--- src/rtl/filterbank_scheduler_pkg.sv ---
// filterbank_scheduler_pkg: shared vocoder filterbank constants and the biquad stage type
package filterbank_scheduler_pkg;
   localparam int N_FILTERS            = 16;
   localparam int SCHED_TIMEOUT_CYCLES = 64;
   typedef enum logic [1:0] {
      STAGE_MOD = 2'd0,
      STAGE_ENV = 2'd1,
      STAGE_CAR = 2'd2
   } stage_t;
endpackage

--- src/rtl/filterbank_scheduler.sv ---
// filterbank_scheduler: issues N_FILTERS x 3 biquad jobs per sample to the shared engine
// Ports: clk_in/rst_in (async high); valid_in sample strobe; flush_in source-change abort;
//        job_valid_out/job_ready_in/job_channel_out/job_stage_out/job_coef_addr_out job offer;
//        done_in job complete; frame_valid_out frame pulse; state_clr_out engine state clear;
//        busy_out not idle; overrun_out/fault_out sticky dropped-sample / engine-timeout flags
module filterbank_scheduler #(
   parameter int N_FILTERS      = filterbank_scheduler_pkg::N_FILTERS,
   parameter int TIMEOUT_CYCLES = filterbank_scheduler_pkg::SCHED_TIMEOUT_CYCLES
) (
   input  logic                                clk_in,
   input  logic                                rst_in,
   input  logic                                valid_in,
   input  logic                                flush_in,
   output logic                                job_valid_out,
   input  logic                                job_ready_in,
   output logic [$clog2(N_FILTERS)-1:0]        job_channel_out,
   output filterbank_scheduler_pkg::stage_t    job_stage_out,
   output logic [$clog2(N_FILTERS)+1:0]        job_coef_addr_out,
   input  logic                                done_in,
   output logic                                frame_valid_out,
   output logic                                state_clr_out,
   output logic                                busy_out,
   output logic                                overrun_out,
   output logic                                fault_out
);
   import filterbank_scheduler_pkg::*;
   localparam int CW = $clog2(N_FILTERS);
   localparam int TW = $clog2(TIMEOUT_CYCLES + 1);
   typedef enum logic [1:0] {S_IDLE, S_ISSUE, S_WAIT, S_DONE} state_t;
   state_t         state, state_n;
   logic [CW-1:0]  ch, ch_n;
   stage_t         stg, stg_n;
   logic [TW-1:0]  cnt, cnt_n;
   logic           pending, pending_n, overrun_n, fault_n, last;
   assign last = (ch == CW'(N_FILTERS - 1)) && (stg == STAGE_CAR);
   always_comb begin
      state_n   = state;
      ch_n      = ch;
      stg_n     = stg;
      cnt_n     = cnt;
      pending_n = pending;
      overrun_n = overrun_out;
      fault_n   = fault_out;
      unique case (state)
         S_IDLE: if (valid_in || pending) begin
            state_n   = S_ISSUE;
            ch_n      = '0;
            stg_n     = STAGE_MOD;
            // a buffered sample is served first; a coincident strobe takes its place
            pending_n = pending && valid_in;
         end
         S_ISSUE: if (job_ready_in) begin
            state_n = S_WAIT;
            cnt_n   = '0;
         end
         S_WAIT: if (done_in) begin
            state_n = last ? S_DONE : S_ISSUE;
            stg_n   = (stg == STAGE_CAR) ? STAGE_MOD : stage_t'(stg + 2'd1);
            ch_n    = (stg == STAGE_CAR) ? ch + CW'(1) : ch;
         end else if (cnt == TW'(TIMEOUT_CYCLES - 1)) begin
            // engine hung: abandon the frame, keep any buffered sample for IDLE
            state_n = S_IDLE;
            fault_n = 1'b1;
         end else begin
            cnt_n = cnt + TW'(1);
         end
         S_DONE: begin
            state_n   = (pending || valid_in) ? S_ISSUE : S_IDLE;
            ch_n      = '0;
            stg_n     = STAGE_MOD;
            pending_n = pending && valid_in;
         end
      endcase
      if (valid_in && (state == S_ISSUE || state == S_WAIT)) begin
         overrun_n = overrun_out | pending;
         pending_n = 1'b1;
      end
      if (flush_in) begin
         state_n   = S_IDLE;
         ch_n      = '0;
         stg_n     = STAGE_MOD;
         cnt_n     = '0;
         pending_n = 1'b0;
         overrun_n = overrun_out;
         fault_n   = fault_out;
      end
   end
   always_ff @(posedge clk_in or posedge rst_in) begin
      if (rst_in) begin
         state         <= S_IDLE;
         ch            <= '0;
         stg           <= STAGE_MOD;
         cnt           <= '0;
         pending       <= 1'b0;
         overrun_out   <= 1'b0;
         fault_out     <= 1'b0;
         state_clr_out <= 1'b0;
      end else begin
         state         <= state_n;
         ch            <= ch_n;
         stg           <= stg_n;
         cnt           <= cnt_n;
         pending       <= pending_n;
         overrun_out   <= overrun_n;
         fault_out     <= fault_n;
         state_clr_out <= flush_in;
      end
   end
   assign job_valid_out     = state == S_ISSUE;
   assign frame_valid_out   = state == S_DONE;
   assign busy_out          = state != S_IDLE;
   assign job_channel_out   = ch;
   assign job_stage_out     = stg;
   assign job_coef_addr_out = {ch, stg};
endmodule

--- config.mk ---
export PLATFORM = sky130hd
export DESIGN_NAME = filterbank_scheduler
export DESIGN_NICKNAME = d
export VERILOG_FILES = /design/src/rtl/filterbank_scheduler_pkg.sv /design/src/rtl/filterbank_scheduler.sv
export SDC_FILE = /design/constraint.sdc
export NUM_CORES = 1
export LEC_CHECK = 0
export ABC_AREA = 1
export CAP_MARGIN = 20
export CORE_AREA = 2 2 52 54
export DETAILED_ROUTE_END_ITERATION = 6
export DIE_AREA = 0 0 54 56
export GPL_ROUTABILITY_DRIVEN = 0
export PLACE_DENSITY = 0.81
export SETUP_SLACK_MARGIN = 0.3
export SYNTH_ARGS = -nofsm -noshare
export SYNTH_HDL_FRONTEND = slang
export SYNTH_SLANG_ARGS = --single-unit
export TNS_END_PERCENT = 20
--- constraint.sdc ---
create_clock -name clk_in -period 4.2 [get_ports clk_in]
set_input_delay 0.42 -clock clk_in [delete_from_list [all_inputs] [get_ports clk_in]]
set_output_delay 0.42 -clock clk_in [all_outputs]
set_load 0.02 [all_outputs]
==> reports/metrics.cfg <==
[outcome]
outcome = completed

[routing]
drc = 0
drt-total-wl_mm = 2.771
firstDrtPassIters = 4
antenna_left = 0
num_vias = 1207
drt_iter0_drc = 38
viasPerCell = 5.364
wire_per_inst_um = 12.32

[finish]
syn2layout_area_growth_pct = 17.46
drive_above_1_share_pct = 11.79
fin_nets = 209
final_common_cell = nand2_1
final.fill_count = 210
n_antenna_cell = 0
mostFrequentLayoutCells = nand2_1 (54), clkdlybuf4s50_1 (23), dfrtp_1 (19)

[cts]
postCtsSetupBuffers = 0
path_clk_slew_ns = 0.11
cts_resized = 0
root_buffer = clkbuf_4
clock-sinks = 19
holdBufCountCts = 0
clock_latency_ns = 0.29
htreeDepth = 1
cts_tree = yes
clk_path_buf_depth = 2
cts_made_buffers = 3

[floorplanning]
die_area_um2 = 3024
row_count = 18
dieWidth_um = 54
num_io_pins = 24
die_h_um = 56
start_util_pct = 54.22
core_area_um2 = 2432

[logic_synthesis]
synth_area_leaders = dfrtp_1 (36%), nand2_1 (15%), ha_1 (6.6%)
synthCells = 176
ys_seq_area_share_pct = 36.05
synthDistinctLibCells = 26
netlist.area_leader.share_pct = 36.05
synth.net_count = 189
netlist_area_um2 = 1319
yosysWarnings = 0
yosys.area.top_type = dfrtp_1
syn_avg_cell_area_um2 = 7.493
ys_ff_latch = 19

[grt]
grt_max_degree = 20
grt_pass1_vias = 1223
grt_pass1_wl_mm = 5.078
overflow = 0
antenna_found_initial = 0
grt_usage_pct = 21.71

[critical_path]
reg2reg_from = state[0]$_DFFE_PP0P_
cp-start-kind = flop
critPathSlowestCell = clkdlybuf4s50_1
worstPathArrival_ns = 1.80
worst-setup-path-type = reg -> out
cp_cell_sequence = inv_1 > ha_1 > inv_1 > clkdlybuf4s50_1
max_stage_delay_ns = 0.61
cpMostUsedCell = inv_1
crit_path_end_kind = output pin
cp_max_fo = 5
crit_start = state[0]$_DFFE_PP0P_
path_buf_inv = 3
cp_top_family = buffers and inverters
crit_required_ns = 3.78
rrSetupSlack_ns = 2.48

[power]
power.leakage_nw = 0.7447
ir_worst_vdd_v = 0.0003882
power_w = 0.0006505
p_per_area_nw_per_um2 = 420.0

[timing]
tns_ns = 0
slew_headroom_pct = 51.52
setup_viol_count_final = 0
fin_skew_ns = 0.002396
rsz0062_at_grt = no
max_freq_mhz = 451.3
hold_viol = 0
fin_crit_ns = 2.216
finalMaxSlewViolations = 0
post-route-period-util_pct = 52.76
tightest_slew_ns = 0.7264

[min_path]
holdCritPathClass = reg -> reg
min_from = overrun_out$_DFFE_PP0P_

[place]
hpwl_mm = 2.158
port-buffer-count = 23

[job]
drv_cap = 0

-- logic make-up after synthesis --
family                     share of synthesized area (%)
AOI/OAI and AO/OA                                  6.357
xor gates and xnor gates                          0.6643
adders and majority gates                          6.641
buffers and inverters                              11.19
DFF                                                36.05
and+or+nand+nor                                    39.09
-- area by class of cell --
type | instances | area [µm²] | area share [%]
flip-flops and latches | 19 | 475.5 | 30.69
multi-input cells | 127 | 695.7 | 44.91
clock buffers | 4 | 26.28 | 1.696
repair buffers | 23 | 230.2 | 14.86
well taps | 30 | 37.54 | 2.423
inverters | 22 | 83.83 | 5.412
-- synth_stat cells --
cell and count:
nor2_2 4, dfrtp_1 19, nand3_1 16, nand2_2 3
xor2_1 1, a21oi_1 2, clkinv_2 1, inv_2 4
o21bai_1 1, nand2_1 54, nand4_1 5, nand3b_1 2
nand4_2 1, o21ai_0 9, nand2_4 3, inv_1 17
buf_4 7, nand4_4 1, nor2_1 12, o211ai_1 1
ha_1 7, nor3b_1 1, nor2_4 2, o21ai_1 1
buf_6 1, a31o_2 1
-- through the flow --
stage | hold WS [ns] | utilization (%) | instances | setup slack, ns | cell area [µm²]
floorplan | 0.3711 | - | 176 | 2.724 | 1319
global placement | 0.4571 | 62.60 | 221 | 2.362 | 1523
detailed placement | 0.4609 | 62.60 | 221 | 2.320 | 1523
CTS | 0.4861 | 63.68 | 225 | 1.983 | 1549
global route | 0.4985 | 63.68 | 225 | 1.878 | 1549
finish | 0.4829 | 63.68 | 225 | 1.984 | 1549
-- power breakdown --
part / switching [W] / leakage [nW] / internal, W
Sequential: 0.0000275 / 0.258 / 0.000205
Combinational: 0.000201 / 0.472 / 0.000124
Clock: 0.0000566 / 0.0150 / 0.0000369
Total: 0.000285 / 0.745 / 0.000366
-- sequential cells by signal, summed over array words and instances (netlist names) --
signal           cells
cnt                  7
state                2
job_stage_out        2
pending              1
fault_out            1
overrun_out          1
job_channel_out      4
state_clr_out        1
-- path summary, 6_finish.rpt --
kind                                      endpoint  cells past startpoint
setup / recovery                          busy_out                      4
hold / removal             overrun_out$_DFFE_PP0P_                      1
max in group asynchronous     state[1]$_DFFE_PP0P_                      2
setup reg to reg              state[0]$_DFFE_PP0P_                      9
min in group asynchronous    fault_out$_DFFE_PP0P_                      2
hold reg to reg            overrun_out$_DFFE_PP0P_                      1
-- routing by layer --
metal  wire (µm)  part of all wire (%)  global-route usage (%)  up-vias
met5           0                     0                       0        -
met4          32                   1.2                   6.786        0
met3         126                   4.5                   3.226        4
met2        1338                    48                   36.06       38
met1        1272                    46                   28.28      571
li1            -                     -                       -      594
Note: power is estimated with default switching activity, not from simulation.
